[src/rtl/batch_scheduler.sv]
// ============================================================================
// Module   : batch_scheduler
// Purpose  : Batch/phase sequencer for the batch filter; optional flush via
//            macro BATCH_SCHEDULER_FLUSH_EN.
// Revision : 1.0 - initial release
// ============================================================================
`default_nettype none

module batch_scheduler #(
  parameter int DEPTH_DS   = 15,
  parameter int RES_DELAY  = 4,
  parameter int PROP_DELAY = 1,
  parameter int VALID_COMP = 46,
  parameter int VALID_TIME = 75,
  parameter int BW         = $clog2(DEPTH_DS)
) (
  input  logic          clk,
  input  logic          rst,
  input  logic          en,
`ifdef BATCH_SCHEDULER_FLUSH_EN
  input  logic          flush,
  output logic          flushBusy,
`endif
  output logic [BW+1:0] addrIn,
  output logic [BW+1:0] addrLH,
  output logic [BW+1:0] addrFR,
  output logic [BW+1:0] addrBR,
  output logic [BW:0]   addrResIn,
  output logic [BW:0]   addrResOutF,
  output logic [BW:0]   addrResOutB,
  output logic          propagate,
  output logic [1:0]    cycle,
  output logic          cycleEnd,
  output logic          validCompute,
  output logic          valid
);

  localparam int              VCW    = $clog2(VALID_TIME + 1);
  localparam logic [BW-1:0]   c_LAST = BW'(DEPTH_DS - 1);

  typedef enum logic [1:0] {
    FILL    = 2'd0,
    COMPUTE = 2'd1,
    RUN     = 2'd2
  } state_t;

  logic [BW-1:0]  r_batCnt;
  logic [BW-1:0]  r_batCntRev;
  logic [1:0]     r_cycle;
  logic [1:0]     r_cycleLH;
  logic [1:0]     r_cycleCalc;
  logic [BW-1:0]  r_tapCnt [RES_DELAY];
  logic [BW-1:0]  r_tapRev [RES_DELAY];
  logic           r_tapCyc [RES_DELAY];
  logic           r_propTap [PROP_DELAY];
  logic [VCW-1:0] r_vcnt;
  logic [VCW-1:0] w_vcntNext;
  state_t         r_state;
  state_t         w_stateNext;
  logic           w_flush;
  logic           w_hold;

`ifdef BATCH_SCHEDULER_FLUSH_EN
  logic [$clog2(RES_DELAY+1)-1:0] r_flushCnt;

  always_ff @(posedge clk) begin
    if (!rst)
      r_flushCnt <= '0;
    else if (flush)
      r_flushCnt <= ($clog2(RES_DELAY+1))'(RES_DELAY);
    else if (en && r_flushCnt != '0)
      r_flushCnt <= r_flushCnt - 1'b1;
  end

  assign flushBusy = (r_flushCnt != '0);
  assign w_flush   = flush;
  assign w_hold    = flushBusy;
`else
  assign w_flush = 1'b0;
  assign w_hold  = 1'b0;
`endif

  assign cycle    = r_cycle;
  assign cycleEnd = (r_batCnt == c_LAST);

  // Batch counters and phase rotation; phases advance only at batch end.
  always_ff @(posedge clk) begin
    if (!rst || w_flush) begin
      r_batCnt    <= '0;
      r_batCntRev <= c_LAST;
      r_cycle     <= 2'd0;
      r_cycleLH   <= 2'd3;
      r_cycleCalc <= 2'd1;
    end else if (en) begin
      if (cycleEnd) begin
        r_batCnt    <= '0;
        r_batCntRev <= c_LAST;
        r_cycle     <= r_cycle + 2'd1;
        r_cycleLH   <= r_cycleLH + 2'd1;
        r_cycleCalc <= r_cycleCalc + 2'd1;
      end else begin
        r_batCnt    <= r_batCnt + 1'b1;
        r_batCntRev <= r_batCntRev - 1'b1;
      end
    end
  end

  // Delay lines feeding the result-memory addresses and propagate strobe.
  always_ff @(posedge clk) begin
    if (!rst || w_flush) begin
      for (int i = 0; i < RES_DELAY; i++) begin
        r_tapCnt[i] <= '0;
        r_tapRev[i] <= c_LAST;
        r_tapCyc[i] <= 1'b0;
      end
      for (int i = 0; i < PROP_DELAY; i++)
        r_propTap[i] <= 1'b1;
    end else if (en) begin
      r_tapCnt[0]  <= r_batCnt;
      r_tapRev[0]  <= r_batCntRev;
      r_tapCyc[0]  <= r_cycle[0];
      r_propTap[0] <= ~cycleEnd;
      for (int i = 1; i < RES_DELAY; i++) begin
        r_tapCnt[i] <= r_tapCnt[i-1];
        r_tapRev[i] <= r_tapRev[i-1];
        r_tapCyc[i] <= r_tapCyc[i-1];
      end
      for (int i = 1; i < PROP_DELAY; i++)
        r_propTap[i] <= r_propTap[i-1];
    end
  end

  assign propagate = r_propTap[PROP_DELAY-1];

  always_ff @(posedge clk) begin
    if (!rst || w_flush) begin
      addrIn      <= '0;
      addrLH      <= '0;
      addrFR      <= '0;
      addrBR      <= '0;
      addrResIn   <= '0;
      addrResOutF <= '0;
      addrResOutB <= '0;
    end else if (en) begin
      addrIn      <= {r_batCnt, r_cycle};
      addrLH      <= {r_batCntRev, r_cycleLH};
      addrFR      <= {r_batCnt, r_cycleCalc};
      addrBR      <= {r_batCntRev, r_cycleCalc};
      addrResIn   <= {r_tapCnt[RES_DELAY-1], r_tapCyc[RES_DELAY-1]};
      addrResOutF <= {r_tapCnt[RES_DELAY-1], ~r_tapCyc[RES_DELAY-1]};
      addrResOutB <= {r_tapRev[RES_DELAY-1], ~r_tapCyc[RES_DELAY-1]};
    end
  end

  assign w_vcntNext = r_vcnt + VCW'(1);

  always_ff @(posedge clk) begin
    if (!rst || w_flush) begin
      r_state <= FILL;
      r_vcnt  <= '0;
    end else begin
      r_state <= w_stateNext;
      if (en && r_vcnt != VCW'(VALID_TIME))
        r_vcnt <= w_vcntNext;
    end
  end

  // Flags switch on the same edge the threshold count is reached.
  always_comb begin
    w_stateNext  = r_state;
    validCompute = 1'b0;
    valid        = 1'b0;
    case (r_state)
      FILL: begin
        if (en && w_vcntNext == VCW'(VALID_COMP))
          w_stateNext = COMPUTE;
      end
      COMPUTE: begin
        validCompute = ~w_hold;
        if (en && w_vcntNext == VCW'(VALID_TIME))
          w_stateNext = RUN;
      end
      RUN: begin
        validCompute = ~w_hold;
        valid        = ~w_hold;
      end
      default: w_stateNext = FILL;
    endcase
  end

endmodule

`default_nettype wire

[config.mk]
export PLATFORM = sky130hd
export DESIGN_NAME = batch_scheduler
export DESIGN_NICKNAME = d
export VERILOG_FILES = /design/src/rtl/batch_scheduler.sv
export SDC_FILE = /design/constraint.sdc
export NUM_CORES = 1
export LEC_CHECK = 0
export BUFFER_PORTS_ARGS = -buffer_cell sky130_fd_sc_hd__clkbuf_2
export CAP_MARGIN = 40
export CORE_AREA = 2 2 80 97
export DETAILED_ROUTE_END_ITERATION = 16
export DIE_AREA = 0 0 82 99
export HOLD_SLACK_MARGIN = 0.03
export PLACE_DENSITY_LB_ADDON = 0.25
export SETUP_SLACK_MARGIN = 0.4
export SYNTH_ARGS = -nofsm -noshare
export SYNTH_HDL_FRONTEND = slang
export SYNTH_SLANG_ARGS = --single-unit
[constraint.sdc]
create_clock -name clk -period 2 [get_ports clk]
set_input_delay 0.4 -clock clk [delete_from_list [all_inputs] [get_ports clk]]
set_output_delay 0.4 -clock clk [all_outputs]
set_load 0.02 [all_outputs]
==> results.py <==
metrics = {
    "floorplanning": {
        "ioPinCount": 48,
        "initial_utilization_pct": 49.7,
        "core_mm2": 0.00715,
        "die_h_um": 99,
        "die_area_mm2": 0.00812,
        "std_cell_rows": 34,
        "die_w_um": 82,
    },
    "logic_synthesis": {
        "yosysWarnings": 0,
        "yosysTopAreaCell": "edfxtp_1",
        "yosys-top-cells-count": "50 x dfxtp_1, 34 x edfxtp_1, 22 x and3_1",
        "synth-edff-count": 34,
        "ys_seq_elements": 84,
        "async_flop_share_pct": 0,
        "synth_most_common_cell": "dfxtp_1",
        "syn-num-nets": 323,
        "ys_seq_area_share_pct": 56.9,
        "yosys.area.top_type_share_pct": 28.7,
        "syn_area_per_cell_um2": 11.4,
        "synthFlopType": "dfxtp_1",
        "synthTopCellsByArea": "edfxtp_1 29%, dfxtp_1 28%, mux2i_1 5.4%",
        "netlist_instances": 313,
        "synth.distinct_cells": 43,
        "syn_area_mm2": 0.00355,
    },
    "detailed_routing": {
        "firstDrtPassIters": 4,
        "vias_per_cell": 5.04,
        "ant_nets": 0,
        "wl_per_cell_um": 13.3,
        "first_iter_violations": 68,
        "totalWireLength_um": 5930,
        "post-route-drc-count": 0,
        "vias": 2254,
    },
    "timing": {
        "maxSlewViolCount": 0,
        "tightest_slew_ps": 397,
        "period_share_pct": 89.1,
        "fin_crit_ps": 1780,
        "hold_viol": 0,
        "slew_headroom_pct": 73.5,
        "skew_ps": 11.9,
        "clock.fmax_mhz": 561,
        "whs_ps": 464,
        "setup_violations": 0,
        "rsz0062_at_grt": "yes",
        "setup-tns-final_ps": 0,
    },
    "global_route": {
        "grtUsageTotal_pct": 16.2,
        "grt_pass1_vias": 2228,
        "grt_overflow_total": 0,
        "grt_pass1_wl_um": 10200,
        "grt_max_degree": 61,
        "antenna_found_initial": 0,
    },
    "worst_setup_path": {
        "cp_max_fo": 2,
        "worst_ep_required_time_ps": 2230,
        "path_cells": "ha_4 -> and3_4 -> xor2_1 -> or4_4 -> o21a_1 -> o311ai_2 -> nand2_1",
        "crit_slowest_cell": "or4_4",
        "slowest_delay_ps": 430,
        "arrival_ps": 2010,
        "criticalPathCategory": "reg2reg",
        "start_kind": "flip-flop",
        "worstSetupEndpointType": "flip-flop",
    },
    "clock_network": {
        "ctsHtreeMaxLevel": 3,
        "clk_latency_ps": 350,
        "clk_path_buf_depth": 2,
        "numCtsBuffers": 9,
        "cts_root_buf": "clkbuf_8",
        "clk_pin_slew_worst_paths_ps": 80,
        "cts_tree": "done",
        "cts_sinks": 84,
    },
    "power": {
        "vdd_drop_max_v": 0.000473,
        "p_int_mw": 2.54,
        "p_leak_nw": 1.77,
        "combPwrFrac_pct": 8.3,
        "seqPwrFrac_pct": 55.9,
        "pwr-share-clk_pct": 35.8,
        "switching_share_pct": 24.6,
        "power.density_mw_per_mm2": 815,
        "switchingPower_mw": 0.828,
        "power_mw": 3.37,
    },
    "finish": {
        "layout.nets": 362,
        "drive_gt1_share_pct": 29.1,
        "area.growth.synth_to_final_pct": 16.3,
        "diodes": 0,
    },
    "placed_design": {
        "hpwlAfterDp_um": 3760,
        "port_buffers": 47,
        "place_congestion": 0.788,
    },
    "run_status": {
        "status": "completed",
    },
    "min_path": {
        "hp-class": "reg2reg",
    },
    "job": {
        "drv_cap": 0,
    },
}
[state kept, by name, indices dropped and copies added, names as in the netlist, 4 cells and up]
| name | flops |
|---|---|
| r_tapCnt | 16 |
| r_tapRev | 16 |
| r_vcnt | 7 |
| addrIn | 6 |
| addrLH | 6 |
| addrResIn | 5 |
| addrResOutB | 4 |
| r_batCntRev | 4 |
| r_batCnt | 4 |
| r_tapCyc | 4 |
[worst paths after layout]
kind | cells after the start | from | slack [ps] | end
hold / removal | 1 | r_tapCyc[3] | 460 | addrResOutF[0]
hold reg to reg | 1 | r_tapCyc[3] | 460 | addrResOutF[0]
setup reg to reg | 7 | r_vcnt[0] | 220 | r_state[0]
setup / recovery | 7 | r_vcnt[0] | 220 | r_state[0]
[metrics by stage]
| step | cell area [um^2] | util [%] | instances | setup WS [ps] |
|---|---|---|---|---|
| after floorplan | 3620 | - | 313 | 274 |
| after global placement | 3800 | 53.2 | 422 | 235 |
| after detailed placement | 3800 | 53.2 | 422 | 189 |
| after CTS | 4090 | 57.2 | 444 | 218 |
| after global routing | 4130 | 57.8 | 447 | 128 |
| final | 4130 | 57.8 | 447 | 218 |
[final cells by class]
class,instances,area (um^2)
Sequential cell,84,2040
Clock buffer,9,124
Clock inverter,7,73.8
Multi-Input combinational cell,185,1360
Timing Repair Buffer,62,379
Inverter,10,41.3
Fill cell,618,3010
Tap cell,90,113
[worst max-delay path, delay by kind of cell (launching register included)]
| kind | cells | cell delay [ps] |
|---|---|---|
| xor gates and xnor gates | 1 | 140 |
| and+or+nand+nor | 3 | 640 |
| AOI/OAI and AO/OA | 2 | 360 |
| adders and majority gates | 1 | 150 |
| DFF | 1 | 360 |
[what timing repair did]
item | CTS | global route
pin swaps | 3 | 1
gates resized for setup | 16 | 7
setup endpoints to repair | 7 | 8
setup buffers | 6 | 3
hold buffers | 0 | 0
[power by group through the flow]
stage | clock network, mW | registers, mW | logic (mW)
3_5_place_dp | 0 | 1.93 | 0.258
5_1_grt | 1.32 | 1.89 | 0.313
6_report | 1.21 | 1.88 | 0.280
3_3_place_gp | 0 | 1.93 | 0.252
4_1_cts | 1.25 | 1.88 | 0.273
2_1_floorplan | 0 | 1.94 | 0.186
[cell usage in the layout (no fill, tap or decap), types with 2 or more instances in the layout]
| cell | count |
|---|---|
| nand4_1 | 3 |
| nor3b_1 | 2 |
| a21o_1 | 5 |
| and3_1 | 22 |
| dfxtp_1 | 41 |
| a21boi_0 | 3 |
| nand2b_1 | 11 |
| nor2b_1 | 20 |
| o21ai_0 | 7 |
| edfxtp_1 | 34 |
| and2_1 | 12 |
| ha_1 | 4 |
| o211a_1 | 2 |
| nor2_1 | 4 |
| nand3_1 | 6 |
| clkbuf_8 | 10 |
| inv_2 | 2 |
| xnor2_1 | 16 |
| clkbuf_2 | 45 |
| nand2_1 | 20 |
| dfxtp_4 | 4 |
| clkinvlp_4 | 2 |
| inv_6 | 2 |
| clkinv_2 | 2 |
| ha_4 | 3 |
| xor2_1 | 3 |
| mux2i_1 | 19 |
| dfxtp_2 | 5 |
| inv_1 | 7 |
| a21oi_1 | 4 |
| buf_4 | 14 |
[cell families (layout without fill, tap and decap cells)]
kind of cell,Yosys count,count (layout),synth area share [%]
buffers and inverters,44,88,6.48
muxes,19,19,5.35
DFF,84,84,56.9
xor gates and xnor gates,19,19,4.68
AOI/OAI and AO/OA,28,28,5.49
adders and majority gates,7,7,2.46
and+or+nand+nor,112,112,18.7
[layer usage]
layer,wire [um],up-vias,part of all wire (%),track usage [%]
li1,-,1132,-,-
met1,2720,1064,46,20.3
met2,2850,45,48,25.8
met3,203,13,3.4,3.57
met4,157,0,2.6,8.72
met5,0,-,0,0
(Power assumes the default switching activity.)
